### config.mk
export PLATFORM = sky130hd
export DESIGN_NAME = cam_luma_capture
export DESIGN_NICKNAME = d
export VERILOG_FILES = /design/src/rtl/cam_luma_capture_pkg.sv /design/src/rtl/cam_window_gate.sv /design/src/rtl/cam_luma_capture.sv
export SDC_FILE = /design/constraint.sdc
export NUM_CORES = 1
export LEC_CHECK = 0
export BUFFER_PORTS_ARGS = -buffer_cell sky130_fd_sc_hd__buf_2
export CORE_MARGIN = 10
export CORE_UTILIZATION = 54
export DETAILED_ROUTE_END_ITERATION = 12
export GPL_TIMING_DRIVEN = 0
export PLACE_DENSITY = 0.8
export SLEW_MARGIN = 20
export SYNTH_ARGS = -nofsm -noshare
export SYNTH_HDL_FRONTEND = slang
export SYNTH_HIERARCHICAL = 1
export SYNTH_SLANG_ARGS = --single-unit
export TNS_END_PERCENT = 50
### constraint.sdc
create_clock -name pclk -period 2.3 [get_ports pclk]
set_input_delay 0.345 -clock pclk [delete_from_list [all_inputs] [get_ports pclk]]
set_output_delay 0.345 -clock pclk [all_outputs]
set_load 0.1 [all_outputs]
### src/rtl/cam_luma_capture_pkg.sv
// Shared camera definitions: capture FSM states, default sensor/window geometry
// and a small saturating-increment helper.
package cam_luma_capture_pkg;

    localparam int CAM_H_PIX    = 320;
    localparam int CAM_V_LINES  = 240;
    localparam int CAM_WIN_X0   = 96;
    localparam int CAM_WIN_Y0   = 56;
    localparam int CAM_WIN_SIZE = 128;

    typedef enum logic [1:0] {
        ST_SYNC  = 2'd0,
        ST_IDLE  = 2'd1,
        ST_BLANK = 2'd2,
        ST_LINE  = 2'd3
    } cam_state_e;

    function automatic logic [7:0] sat_inc8(input logic [7:0] v, input logic [7:0] lim);
        return (v < lim) ? v + 8'd1 : v;
    endfunction

endpackage

### src/rtl/cam_window_gate.sv
// Crop-window qualification of the registered pixel stream; purely combinational
// so the window strobes stay aligned with pix_valid.
module cam_window_gate
    import cam_luma_capture_pkg::*;
#(
    parameter int WIN_X0   = CAM_WIN_X0,
    parameter int WIN_Y0   = CAM_WIN_Y0,
    parameter int WIN_SIZE = CAM_WIN_SIZE
) (
    input  logic       pix_valid,
    input  logic [8:0] col,
    input  logic [7:0] row,
    output logic       win_valid,
    output logic       win_line_start,
    output logic       win_line_end
);

    // One extra bit on each side so WIN_X0+WIN_SIZE cannot wrap.
    localparam logic [9:0] X_LO   = 10'(WIN_X0);
    localparam logic [9:0] X_HI   = 10'(WIN_X0 + WIN_SIZE);
    localparam logic [9:0] X_LAST = 10'(WIN_X0 + WIN_SIZE - 1);
    localparam logic [8:0] Y_LO   = 9'(WIN_Y0);
    localparam logic [8:0] Y_HI   = 9'(WIN_Y0 + WIN_SIZE);

    logic [9:0] col_w;
    logic [8:0] row_w;
    logic       in_x;
    logic       in_y;

    always_comb begin
        col_w          = {1'b0, col};
        row_w          = {1'b0, row};
        in_x           = (col_w >= X_LO) && (col_w < X_HI);
        in_y           = (row_w >= Y_LO) && (row_w < Y_HI);
        win_valid      = pix_valid && in_x && in_y;
        win_line_start = win_valid && (col_w == X_LO);
        win_line_end   = win_valid && (col_w == X_LAST);
    end

endmodule

### src/rtl/cam_luma_capture.sv
// Camera luma capture: extracts the Y byte from a YUYV/UYVY stream, tracks
// column/row, flags malformed lines/frames and gates a crop window.
module cam_luma_capture
    import cam_luma_capture_pkg::*;
#(
    parameter int H_PIX    = CAM_H_PIX,
    parameter int V_LINES  = CAM_V_LINES,
    parameter int WIN_X0   = CAM_WIN_X0,
    parameter int WIN_Y0   = CAM_WIN_Y0,
    parameter int WIN_SIZE = CAM_WIN_SIZE,
    parameter int Y_PHASE  = 0
) (
    input  logic       pclk,
    input  logic       reset,
    input  logic       vsync,
    input  logic       href,
    input  logic [7:0] cam_data,
    input  logic       capture_en,
    output logic [7:0] pix_data,
    output logic       pix_valid,
    output logic       win_valid,
    output logic [8:0] col,
    output logic [7:0] row,
    output logic       win_line_start,
    output logic       win_line_end,
    output logic       frame_start,
    output logic       frame_done,
    output logic       line_err,
    output logic       frame_err
);

    localparam logic [9:0] H_LIM = 10'(H_PIX);
    localparam logic [7:0] V_LIM = 8'(V_LINES);
    localparam logic       Y_SEL = 1'(Y_PHASE);

    cam_state_e state_q, state_d;
    logic       vsync_prev_q;
    logic       phase_q, phase_d;
    logic [9:0] cnt_q, cnt_d;
    logic [7:0] pix_data_q, pix_data_d;
    logic [8:0] col_q, col_d;
    logic [7:0] row_q, row_d;
    logic       pix_valid_q, pix_valid_d;
    logic       frame_start_q, frame_start_d;
    logic       frame_done_q, frame_done_d;
    logic       line_err_q, line_err_d;
    logic       frame_err_q, frame_err_d;
    logic       take_byte;
    logic       cur_phase;

    always_comb begin
        state_d       = state_q;
        phase_d       = phase_q;
        cnt_d         = cnt_q;
        pix_data_d    = pix_data_q;
        col_d         = col_q;
        row_d         = row_q;
        pix_valid_d   = 1'b0;
        frame_start_d = 1'b0;
        frame_done_d  = 1'b0;
        line_err_d    = line_err_q;
        frame_err_d   = frame_err_q;
        take_byte     = 1'b0;
        cur_phase     = 1'b0;

        case (state_q)
            ST_SYNC: begin
                if (vsync) state_d = ST_IDLE;
            end
            ST_IDLE: begin
                if (vsync_prev_q && !vsync && capture_en) begin
                    state_d       = ST_BLANK;
                    frame_start_d = 1'b1;
                    row_d         = '0;
                    col_d         = '0;
                    cnt_d         = '0;
                end
            end
            ST_BLANK: begin
                if (vsync) begin
                    state_d      = ST_IDLE;
                    frame_done_d = 1'b1;
                end else if (href) begin
                    // The byte that raises href is the first of the line (phase 0).
                    state_d   = ST_LINE;
                    take_byte = 1'b1;
                    cur_phase = 1'b0;
                end
            end
            ST_LINE: begin
                if (vsync) begin
                    state_d     = ST_IDLE;
                    frame_err_d = 1'b1;
                    col_d       = '0;
                    cnt_d       = '0;
                end else if (!href) begin
                    state_d = ST_BLANK;
                    if (cnt_q != H_LIM) line_err_d = 1'b1;
                    row_d   = sat_inc8(row_q, V_LIM);
                    col_d   = '0;
                    cnt_d   = '0;
                end else begin
                    take_byte = 1'b1;
                    cur_phase = phase_q;
                end
            end
            default: state_d = ST_SYNC;
        endcase

        if (take_byte) begin
            phase_d = ~cur_phase;
            if (cur_phase == Y_SEL) begin
                if ((cnt_q < H_LIM) && (row_q < V_LIM)) begin
                    pix_valid_d = 1'b1;
                    pix_data_d  = cam_data;
                    col_d       = cnt_q[8:0];
                end
                // Saturate one past H_PIX so over-long lines stay detectable.
                if (cnt_q <= H_LIM) cnt_d = cnt_q + 10'd1;
            end
        end
    end

    always_ff @(posedge pclk or posedge reset) begin
        if (reset) begin
            state_q       <= ST_SYNC;
            vsync_prev_q  <= 1'b0;
            phase_q       <= 1'b0;
            cnt_q         <= '0;
            pix_data_q    <= '0;
            col_q         <= '0;
            row_q         <= '0;
            pix_valid_q   <= 1'b0;
            frame_start_q <= 1'b0;
            frame_done_q  <= 1'b0;
            line_err_q    <= 1'b0;
            frame_err_q   <= 1'b0;
        end else begin
            state_q       <= state_d;
            vsync_prev_q  <= vsync;
            phase_q       <= phase_d;
            cnt_q         <= cnt_d;
            pix_data_q    <= pix_data_d;
            col_q         <= col_d;
            row_q         <= row_d;
            pix_valid_q   <= pix_valid_d;
            frame_start_q <= frame_start_d;
            frame_done_q  <= frame_done_d;
            line_err_q    <= line_err_d;
            frame_err_q   <= frame_err_d;
        end
    end

    cam_window_gate #(
        .WIN_X0  (WIN_X0),
        .WIN_Y0  (WIN_Y0),
        .WIN_SIZE(WIN_SIZE)
    ) u_window_gate (
        .pix_valid     (pix_valid_q),
        .col           (col_q),
        .row           (row_q),
        .win_valid     (win_valid),
        .win_line_start(win_line_start),
        .win_line_end  (win_line_end)
    );

    assign pix_data    = pix_data_q;
    assign pix_valid   = pix_valid_q;
    assign col         = col_q;
    assign row         = row_q;
    assign frame_start = frame_start_q;
    assign frame_done  = frame_done_q;
    assign line_err    = line_err_q;
    assign frame_err   = frame_err_q;

endmodule

; Yosys cells after proc, flatten, opt, wreduce, memory -nomap -nowiden
; Cells that the tools add are included.
[word_totals]
memories = 0
input_bits = 13
mem_bits_ro = 0
latchBits = 0
out_inout_bits = 33
ramBits = 0
reg_bits = 44
[op_classes]
muxes = 39
shifts = 0
n_mul = 0
reduce_logical = 18
n_eq_ne = 13
n_lt_le_gt_ge = 7
add_sub_neg = 2
bitwise_logic = 3
div_mod_pow = 0
[ops]
columns = op, n
row1 = 10-bit two-way mux, 6
row2 = 9-bit two-way mux, 6
row3 = 8-bit two-way mux, 4
row4 = 10-bit one-hot mux with 2 select lines, 1
row5 = 9-bit one-hot mux with 2 select lines, 1
row6 = 8-bit < comparator (second input constant), 2
row7 = 8-bit one-hot mux with 2 select lines, 1
row8 = 1-bit two-way mux, 13
row9 = 2-bit two-way mux, 6
row10 = 10-bit by 1-bit adder with 10-bit output (second input constant), 1
row11 = 10-bit by 9-bit <= comparator with 1-bit output (second input constant), 1
row12 = 10-bit by 9-bit < comparator with 1-bit output (second input constant), 1
row13 = 10-bit by 9-bit != test with 1-bit output (second input constant), 1
row14 = 2-bit != test (second input constant), 5
row15 = 9-bit by 7-bit equality test with 1-bit output (second input constant), 1
row16 = 9-bit by 8-bit equality test with 1-bit output (second input constant), 1
row17 = 9-bit by 7-bit >= comparator with 1-bit output (second input constant), 1
row18 = 1-bit logical AND, 9
row19 = 9-bit by 8-bit < comparator with 1-bit output (second input constant), 1
row20 = 8-bit by 1-bit adder with 8-bit output (second input constant), 1
row21 = 8-bit by 6-bit >= comparator with 1-bit output (second input constant), 1
row22 = 2-bit one-hot mux with 4 select lines, 1
row23 = 4-bit AND reduction, 2
row24 = 3-bit != test (second input constant), 2
row25 = 10 further kinds, 13

; Logic depth before layout (Yosys ltp)
; Gate-level depths: netlist of run 1.
[depth]
ltp_word = 8
mapped_depth = 7
ltp_nobuf = 6

; Modules after synthesis
; The synthesis of run 1 kept the hierarchy.
[modules_own_cells]
columns = mod, cells_each, area_per_inst_um2, n_inst
row1 = cam_luma_capture, 197, 2082.0, 1
row2 = cam_window_gate, 15, 102.6, 1

; Worst setup path after synthesis of run 1
; No wires, ideal clock.
[synth_path]
path_type = flip-flop to output port
startpoint = register row_q[5] (netlist: row[5])
endpoint = output win_line_start
n_path_buf = 0
path_slack_ns = -1.750
required_time_ns = 1.955
path_stages_with_launch = 4
arrival_time_ns = 3.705
cell_sequence = dfrtp_1 a311oi_1 or3_4 nor3_1
[synth_via]
elab_chain_cells = 4
word_cells_on_any_way = 5
[synth_lines]
columns = element, line
row1 = "start, declared", cam_luma_capture.sv:42  ; logic [7:0] row_q, row_d;
row2 = "start signal, assigned", cam_luma_capture.sv:145  ; row_q <= row_d;
row3 = 8-bit by 6-bit >= comparator with 1-bit output or 8-bit < comparator (tied branches), cam_window_gate.sv:34  ; in_y = (row_w >= Y_LO) && (row_w < Y_HI);
row4 = 1-bit logical AND *, cam_window_gate.sv:34
row5 = 1-bit logical AND *, cam_window_gate.sv:35  ; win_valid = pix_valid && in_x && in_y;
row6 = 1-bit logical AND *, cam_window_gate.sv:36  ; win_line_start = win_valid && (col_w == X_LO);
row7 = "end, declared", cam_luma_capture.sv:24  ; output logic win_line_start,
; Mark *: on every way between the ends. The rest lies on a longest branch, timed or not.

; Final worst setup path of run 1
[layout_path]
startpoint = register row_q[4] (netlist: row[4])
endpoint = output win_line_end
[layout_via]
elab_chain_cells = 4
word_cells_on_any_way = 5
[layout_lines]
columns = element, line
row1 = 8-bit by 6-bit >= comparator with 1-bit output or 8-bit < comparator (tied branches), cam_window_gate.sv:34
row2 = 1-bit logical AND *, cam_window_gate.sv:34
row3 = 1-bit logical AND *, cam_window_gate.sv:35
row4 = 1-bit logical AND *, cam_window_gate.sv:37  ; win_line_end = win_valid && (col_w == X_LAST);
row5 = "end, declared", cam_luma_capture.sv:25  ; output logic win_line_end,
; Marked as above.

==> results of run 1 <==
[synth_stat cells, types with 5 or more instances]
library cell   n  area [um^2]
dfrtp_1       44         1100
o21ai_0       31          155
nand3_1       18         90.1
nand2_1       12         45.0
nor2_1        11         41.3
a21oi_1        8         40.0
inv_1          8         30.0
mux2_2         8         90.1
mux2i_1        6         60.1
nand4_1        6         37.5
clkbuf_1       5         18.8
or3_1          5         31.3
[metal layers]
layer | up-vias | track usage, % | wire, um
met5 | - | 0 | 0
met4 | 0 | 7.15 | 156
met3 | 13 | 4.59 | 259
met2 | 47 | 22.2 | 2280
met1 | 857 | 18.2 | 2230
li1 | 894 | - | -
[what timing repair did]
item | 4_1_cts | 5_1_grt
resized for setup | 2 | 2
hold endpoints to repair | 13 | 0
setup endpoints to repair | 2 | 2
hold buffers | 1 | 0
[where the power goes]
part           internal (W)  leakage [nW]  total (W)  switching [W]
logic              0.000193         0.615    0.00106       0.000866
registers          0.000885         0.554   0.000962      0.0000768
clock network      0.000212        0.0412   0.000482       0.000269
[critical path, stage by stage, from the launching register on]
cell	delay (ns)
dfrtp_4	0.52
nand4_1	0.10
nand4b_1	0.29
nor4_4	0.38
buf_6	0.26
[sequential cells by signal, indices dropped and copies added, names as in the netlist]
register      flops
state_q           2
frame_err         1
line_err          1
vsync_prev_q      1
frame_done        1
phase_q           1
cnt_q            10
row               8
pix_valid         1
col               9
frame_start       1
pix_data          8
[stage by stage]
stage | util (%) | power, W | worst slack, ns
after floorplan | - | 0.00186 | -0.240
after global placement | 64.0 | 0.00202 | 0.133
after detailed placement | 64.5 | 0.00204 | 0.187
after CTS | 67.0 | 0.00252 | 0.0235
after global routing | 67.2 | 0.00261 | 0.0162
final | 67.2 | 0.00250 | 0.0885
[logic make-up (layout without fill, tap and decap cells)]
group                      after synthesis  in the layout  synth area share, %
and+or+nand+nor                         78             78                 22.3
AOI/OAI and AO/OA                       55             55                 14.5
DFF                                     44             44                 50.4
buffers and inverters                   17             72                 3.72
muxes                                   14             14                 6.87
adders and majority gates                3              3                 1.72
xor gates and xnor gates                 1              1                0.401
[area by class of cell]
cell class / instances / area [um^2]
multi-input cells: 151 / 1030
repair buffers: 47 / 267
plain buffers: 9 / 51.3
clock buffers: 6 / 72.6
clock inverters: 2 / 12.5
well taps: 50 / 62.6
inverters: 8 / 30.0
flip-flops and latches: 44 / 1140
fillers: 329 / 1300
[path summary, 6_finish.rpt]
kind | from | end | slack [ns] | cells past startpoint
max in group asynchronous | reset | col[7] | 1.26 | 4
hold reg to reg | line_err | line_err | 0.47 | 1
hold / removal | vsync | vsync_prev_q | 0.16 | 1
setup / recovery | row[4] | win_line_end | 0.09 | 4
min in group asynchronous | reset | pix_data[6] | 0.57 | 3
setup reg to reg | cnt_q[7] | pix_data[2] | 0.25 | 5
==> summary.md, run 1 <==
| Metric | Value |
|---|---|
| Min cycle time layout | `roughly 2.2 ns` |
| Clock tree sinks | `44` |
| Total setup buffers inserted after CTS | `0` |
| Tightest Pin Transition | `0.656 ns` |
| Pre-Repair DR Iteration Count | `4` |
| Fmax | `452 MHz` |
| Worst setup EP type | `output port` |
| Sequential fraction of the synthesis area | `50.4%` |
| Num rows | `23` |
| Share of cells above drive strength 1 | `34.5%` |
| Drt wl/cell | `about 16 um` |
| Area Overhead vs Synth | `22.1%` |
| CTS tree | `done` |
| Vias in the first global route | `approximately 1.8k` |
| Post-synth ARST share | `100%` |
| Yosys cell types | `44` |
| Ant diodes | `0` |
| Post-synth top flop | `dfrtp_1` |
| Final Skew | `around 0.0086 ns` |
| Layout Cells excl Fill | `317` |
| Syn Area/Cell | `between 10 and 15 um^2` |
| Initial antenna violation count | `0` |
| CP Launch Type | `register` |
| Leading cell types in the layout, fill and taps excluded | `buf_2, o21ai_0, dfrtp_1, nand3_1, nand2_1` |
| Fin Setup TNS | `0 ns` |
| RSZ-0062 raised after global routing | `no` |
| ANT nets after route | `0` |
| Status | `finished clean` |
| Clk slew on worst S/H paths | `0.09 ns` |
| Arrival time worst endpoint | `1.87 ns` |
| Die width | `83.6 um` |
| Period utilization | `96.2%` |
| Post-DP HPWL | `3.69 mm` |
| EDFF count, synth | `0` |
| Worst VDD drop | `1480 uV` |
| Final nets | `282` |
| Die area | `0.00699 mm^2` |
| Final instance area | `0.00267 mm^2` |
| Clock Path Buffers | `2` |
| IO Pins | `46` |
| Total core area | `0.00397 mm^2` |
| Tot GR Track Use | `roughly 15%` |
| Final WL | `4.93 mm` |
| First-pass GRT wire length | `8.56 mm` |
| Placed inst area | `0.00256 mm^2` |
| Critical Path Fanout Max | `9` |
| Remaining global-route overflow | `0` |
| Largest net degree at the start of global routing | `31` |
| Crit Path Class | `register to output port` |
| Flops & latches, synth | `between 40 and 50` |
| Die height | `83.6 um` |
| Post-route DRC | `0` |
| Syn nets | `228` |
| YS warnings | `6` |
| Power per cell area | `938 mW/mm^2` |
| Hold_ws | `0.158 ns` |
| Routability cong. | `0.838` |
| Routed vias | `1811` |
| Clk_lat worst skew | `0.30 ns` |
| Initial DRC Count | `90` |
| Max H-tree Level | `2` |
| Initial Util | `55.0%` |
| Root buffer cell | `clkbuf_8` |
| Synth Cell Area | `0.00218 mm^2` |
| Endpoints failing setup | `0` |
| Slew HR | `55.6%` |
| Max cap viols | `0` |
| DR vias/cell | `5.71` |
| Placed Cells incl. Taps | `308` |
| Critical path required time | `1.96 ns` |
| LEAKAGE | `about 1.2 nW` |
| Hold Path Class | `input port to register` |
| Cells after Synth | `212` |
| Num CTS Buffers | `5` |
| Final-report hold violation count | `0` |
| # port buffers | `45` |
| Most common cell after layout, fill and taps aside | `buf_2` |
| Final Max Slew Viols | `0` |
No activity file was read; power rests on OpenSTA's default activity.
==> run 2: changes to the inputs <==
--- a/config.mk
+++ b/config.mk
@@ -7,10 +7,10 @@
 export LEC_CHECK = 0
 export BUFFER_PORTS_ARGS = -buffer_cell sky130_fd_sc_hd__buf_2
 export CORE_MARGIN = 10
-export CORE_UTILIZATION = 54
+export CORE_UTILIZATION = 30
 export DETAILED_ROUTE_END_ITERATION = 12
 export GPL_TIMING_DRIVEN = 0
-export PLACE_DENSITY = 0.8
+export PLACE_DENSITY = 0.5
 export SLEW_MARGIN = 20
 export SYNTH_ARGS = -nofsm -noshare
 export SYNTH_HDL_FRONTEND = slang
==> run 2 against run 1 <==
  * Global-route usage decreased by 5.0 points
  * Die area increased by 59%
  * Sequential power about the same
  * Worst hold slack got worse by 0.13 ns
  * Combinational power about the same
  * Register-to-register slack got worse by 0.02 ns
  * Non-clock buffer count unchanged
  * Routed wire length increased by 7.6%
  * Largest power group unchanged
==> summary.md, run 2 (synthesis gave the netlist of run 1 again) <==
| Metric | Value |
|---|---|
| Share of cells above drive strength 1 | `34.5%` |
| # port buffers | `45` |
| Num CTS Buffers | `5` |
| Routed wl met2 | `2.38 mm` |
| Most common cell after layout, fill and taps aside | `buf_2` |
| Reg2reg path depth | `5` |
| Clock Path Buffers | `2` |
| Leading cell types in the layout, fill and taps excluded | `buf_2, o21ai_0, dfrtp_1, nand3_1, nand2_1` |
| Final-report hold violation count | `0` |
| Final Max Slew Viols | `0` |
| Period utilization | `a little over nine tenths` |
| Final Skew | `between 0.01 and 0.015 ns` |
| Clk_lat worst skew | `around 0.29 ns` |
| Max H-tree Level | `2` |
| Final instance area | `0.00273 mm^2` |
| Placed Cells incl. Taps | `between 300 and 400` |
| Layout Cells excl Fill | `366` |
| Post-DP HPWL | `4.04 mm` |
| Min cycle time layout | `2.20 ns` |
| Pre-Repair DR Iteration Count | `4` |
| Endpoints failing setup | `0` |
| Met3 WL | `approximately 310 um` |
| Fin Setup TNS | `0 ns` |
| Hold_ws | `0.0314 ns` |
| Remaining global-route overflow | `0` |
| Largest net degree at the start of global routing | `29` |
| Root buffer cell | `clkbuf_8` |
| Post-route DRC | `0` |
| Worst setup EP type | `output port` |
| Worst r2r src | `cnt_q[7]` |
| Initial antenna violation count | `0` |
| Total core area | `between 0.007 and 0.008 mm^2` |
| Top delay family on crit path | `simple AND/OR/NAND/NOR gates` |
| Flop2flop setup slack | `roughly 0.23 ns` |
| Fmax | `455 MHz` |
| Crit-path slowest cell | `dfrtp_4` |
| Pint | `around 0.0013 W` |
| IO Pins | `46` |
| First-pass GRT wire length | `between 8 and 9 mm` |
| Die height | `between 100 and 150 um` |
| DRT met1 WL | `2.53 mm` |
| Routed vias | `between 1.5k and 2k` |
| Arrival time worst endpoint | `1.85 ns` |
| Switching pwr | `roughly 0.0012 W` |
| Critical path required time | `between 1.5 and 2 ns` |
| Final nets | `282` |
| Max reg flops | `10` |
| Clk slew on worst S/H paths | `0.08 ns` |
| Routability cong. | `0.777` |
| Critical path's largest stage delay | `about 0.51 ns` |
| Num rows | `31` |
| Placed inst area | `0.00262 mm^2` |
| ANT nets after route | `0` |
| Worst r2r dst | `pix_data[2]` |
| Tot GR Track Use | `9.59%` |
| Crit path buf inv count | `1` |
| CTS tree | `done` |
| Final WL | `between 5 and 6 mm` |
| Clock tree sinks | `44` |
| Seq pwr share | `38.2%` |
| Vias in the first global route | `1767` |
| Max cap viols | `0` |
| Slew HR | `51.1%` |
| Hold Path Class | `input port to async pin` |
| Initial Util | `30.4%` |
| Power Total | `between 0.002 and 0.003 W` |
| Max layer used | `met4` |
| Worst VDD drop | `494 uV` |
| LEAKAGE | `1.21 nW` |
| Area Overhead vs Synth | `24.7%` |
| Drt wl/cell | `14.5 um` |
| Initial DRC Count | `94` |
| Die width | `between 100 and 150 um` |
| Power per cell area | `between 900 and 1000 mW/mm^2` |
| CP Launch Type | `register` |
| Ant diodes | `0` |
| Status | `finished clean` |
| Most flop-heavy register | `cnt_q` |
| CP cell instances | `and3_4 -> or3_4 -> nor2_2 -> buf_2` |
| Die area | `0.0111 mm^2` |
| DR vias/cell | `4.85` |
| Crit Path Class | `register to output port` |
| Switching share of power | `a little under half` |
| RSZ-0062 raised after global routing | `no` |
| Combinational Power Share | `42.2%` |
| Critical Path Fanout Max | `6` |
| Clock power frac | `19.6%` |
| Tightest Pin Transition | `0.724 ns` |
==> run 2: cell types whose count changed in the layout (fill, tap and decap cells not counted) <==
cell           previous run  this run
buf_4                     1         3
buf_2                    43        44
buf_6                     3         2
clkbuf_1                  6         7
clkbuf_4                  1         0
clkbuf_8                  5         6
clkinv_2                  1         0
clkinvlp_4                1         0
dlygate4sd3_1             1         0
==> run 2: power by group through the flow <==
stage	sequential, W	clock, W	combinational (W)
after floorplan	0.00164	0	0.000215
after global placement	0.000973	0	0.00107
after detailed placement	0.000979	0	0.00107
after CTS	0.000962	0.000517	0.00107
after global routing	0.000983	0.000546	0.00111
final	0.000961	0.000493	0.00106
==> run 2: through the flow <==
| step | util [%] | setup slack, ns |
|---|---|---|
| final | 38.0 | 0.101 |
| after CTS | 37.9 | 0.0286 |
| after global routing | 38.0 | 0.0414 |
| after floorplan | - | -0.240 |
| after detailed placement | 36.5 | 0.156 |
| after global placement | 36.3 | -0.0101 |
==> run 2: repair_timing <==
| item | in CTS | in global routing |
|---|---|---|
| pin swaps | 0 | 1 |
| gates cloned | 0 | 0 |
| hold buffers | 0 | 0 |
| buffers inserted | 0 | 1 |
| setup endpoints to repair | 2 | 1 |
| endpoints found under the hold margin | 0 | 0 |
| resized for setup | 2 | 0 |
==> run 2: how the worst max path moves through the flow <==
stage	start	endpoint	slack [ns]	depth (start not counted)
6_report	col[7]	win_valid	0.10	4
5_1_grt	row[4]	win_valid	0.04	4
4_1_cts	row[4]	win_line_end	0.03	4
3_5_place_dp	vsync	pix_data[2]	0.16	7
3_3_place_gp	reset	col[5]	-0.01	2
2_1_floorplan	col[7]	win_line_end	-0.24	3
==> run 2: cell type report <==
type | instances | area [um^2]
buffer | 9 | 51.3
clock buffer | 8 | 90.1
inverter | 8 | 30.0
fill | 713 | 4450
tap | 99 | 124
timing repair buffer | 47 | 258
sequential | 44 | 1140
multi-input combinational | 151 | 1030
==> run 2: metal layers <==
metal,vias to the layer above,global-route usage (%)
met1,850,12.6
li1,888,-
met2,32,14.7
met5,-,0
met3,4,2.74
met4,0,3.43
==> run 2: worst register-to-register path, stage by stage (launching register included) <==
cell and delay, ns:
dfrtp_1 0.45, o21a_1 0.28, nor4b_4 0.52, and2_1 0.22, buf_6 0.15, mux2_2 0.34
==> run 3: changes to the inputs <==
--- a/config.mk
+++ b/config.mk
@@ -10,6 +10,7 @@
 export CORE_UTILIZATION = 30
 export DETAILED_ROUTE_END_ITERATION = 12
 export GPL_TIMING_DRIVEN = 0
+export HOLD_SLACK_MARGIN = 0.1
 export PLACE_DENSITY = 0.5
 export SLEW_MARGIN = 20
 export SYNTH_ARGS = -nofsm -noshare
==> run 3 against run 2 <==
  * Count of clock-buffer cells in the layout stayed put
  * Non-clock buffer count is 1 higher
  * Final area is 0.37% higher
  * Final cell count is 0.27% higher
  * Setup slack hardly changed
  * First-iteration DRC count is 11% lower
  * Worst hold slack better by 0.15 ns
  * Critical path depth stayed put
  * Power hardly changed
  * Register-to-register slack hardly changed
  * Largest cell class unchanged
  * Largest power group unchanged
==> summary.md, run 3 (synthesis gave the netlist of run 1 again) <==
| Metric | Value |
|---|---|
| # port buffers | `45` |
| Area Overhead vs Synth | `25.2%` |
| Clock Path Buffers | `2` |
| Crit Path Class | `register to output port` |
| Final nets | `about 280` |
| Tightest Pin Transition | `0.722 ns` |
| Vias in the first global route | `1767` |
| Tot GR Track Use | `around a tenth` |
| Die area | `0.0111 mm^2` |
| First-pass GRT wire length | `8.94 mm` |
| Clock tree sinks | `44` |
| RSZ-0062 raised after global routing | `no` |
| Max H-tree Level | `2` |
| Initial antenna violation count | `0` |
| Drt wl/cell | `14.5 um` |
| Root buffer cell | `clkbuf_8` |
| Worst r2r dst | `pix_data[2]` |
| Worst VDD drop | `494 uV` |
| Die height | `~110 um` |
| Leading cell types in the layout, fill and taps excluded | `buf_2, o21ai_0, dfrtp_1, nand3_1, nand2_1` |
| Post-DP HPWL | `about 4.0 mm` |
| Max cap viols | `0` |
| Pre-Repair DR Iteration Count | `4` |
| Share of cells above drive strength 1 | `34.3%` |
| Final WL | `5.30 mm` |
| Final-report hold violation count | `0` |
| Crit path buf inv count | `1` |
| Most flop-heavy register | `cnt_q` |
| Filler cells | `712` |
| Status | `finished clean` |
| Clk slew on worst S/H paths | `0.07 ns` |
| Most common cell after layout, fill and taps aside | `buf_2` |
| Final Max Slew Viols | `0` |
| Slew HR | `51.2%` |
| DR vias/cell | `a little under 5` |
| Worst r2r src | `cnt_q[7]` |
| Final Skew | `slightly below 0.01 ns` |
| Arrival time worst endpoint | `about 1.9 ns` |
| Reg2reg path depth | `5` |
| ANT nets after route | `0` |
| Hold_ws | `0.181 ns` |
| Min cycle time layout | `~2.2 ns` |
| Placed Cells incl. Taps | `about 360` |
| Fmax | `455 MHz` |
| LEAKAGE | `1.22 nW` |
| Top delay family on crit path | `simple AND/OR/NAND/NOR gates` |
| Initial DRC Count | `84` |
| Power per cell area | `920 mW/mm^2` |
| Hold Path Class | `input port to register` |
| Worst setup EP type | `output port` |
| Clk_lat worst skew | `around 0.29 ns` |
| Endpoints failing setup | `0` |
| Critical path's largest stage delay | `0.51 ns` |
| CP Launch Type | `register` |
| Flop2flop setup slack | `0.23 ns` |
| Period utilization | `95.6%` |
| Routability cong. | `0.777` |
| Initial Util | `30.4%` |
| Critical Path Fanout Max | `6` |
| Post-route DRC | `0` |
| Die width | `around 110 um` |
| Hold depth | `1` |
| Layout Cells excl Fill | `~370` |
| Routed vias | `1779` |
| Num rows | `31` |
| Worst hold start | `vsync` |
| CTS tree | `done` |
| IO Pins | `46` |
| Total core area | `0.00718 mm^2` |
| Remaining global-route overflow | `0` |
| Crit-path slowest cell | `dfrtp_4` |
| CP cell instances | `and3_4 -> or3_4 -> nor2_2 -> buf_2` |
| Critical path required time | `just under 2 ns` |
| Ant diodes | `0` |
| Hold-critical path endpoint | `vsync_prev_q` |
| Num CTS Buffers | `5` |
| Largest net degree at the start of global routing | `29` |
| Max reg flops | `10` |
[run 3: timing repair]
item,4_1_cts,5_1_grt
pin swaps,0,1
endpoints found under the setup margin,2,1
hold buffers,1,0
resized for setup,2,0
hold endpoints to repair,16,0
setup buffers,0,1
[run 3: how the worst max path moves through the flow]
stage / depth (start not counted) / to / slack [ns] / start
CTS: 4 / win_line_end / 0.03 / row[4]
global route: 4 / win_valid / 0.04 / row[4]
floorplan: 3 / win_line_end / -0.24 / col[7]
detailed placement: 7 / pix_data[2] / 0.16 / vsync
finish: 4 / win_valid / 0.10 / col[7]
global placement: 2 / col[5] / -0.01 / reset
[run 3: worst register-to-register path: stages (launching register included)]
cell	delay, ns
dfrtp_1	0.45
o21a_1	0.28
nor4b_4	0.52
and2_1	0.22
buf_6	0.15
mux2_2	0.34
[run 3: cell type report]
type	instances	area, um^2	share of cell area (%)
timing repair buffer	48	268	9.79
clock buffer	8	90.1	3.29
multi-input combinational	151	1030	37.6
inverter	8	30.0	1.10
buffer	9	51.3	1.88
tap	99	124	4.53
sequential	44	1140	41.8
[run 3: power breakdown]
part	switching, W	internal [W]	total [W]
combinational	0.000869	0.000193	0.00106
clock	0.000247	0.000245	0.000492
sequential	0.0000758	0.000885	0.000961
total	0.00119	0.00132	0.00252
[run 3: layer usage]
layer	track usage [%]	vias up	routed length, um
li1	-	889	-
met2	14.7	32	2400
met3	2.74	4	314
met1	12.6	854	2520
met4	3.43	0	70
met5	0	-	0
[run 3: through the flow]
step | power (W) | setup WS, ns | setup TNS (ns) | utilization, % | cell area (um^2)
2_1_floorplan | 0.00186 | -0.240 | -0.348 | - | 2250
3_3_place_gp | 0.00204 | -0.0101 | -0.0758 | 36.3 | 2600
3_5_place_dp | 0.00205 | 0.156 | 0 | 36.5 | 2620
4_1_cts | 0.00255 | 0.0286 | 0 | 38.0 | 2730
5_1_grt | 0.00264 | 0.0414 | 0 | 38.1 | 2740
6_report | 0.00252 | 0.101 | 0 | 38.1 | 2740
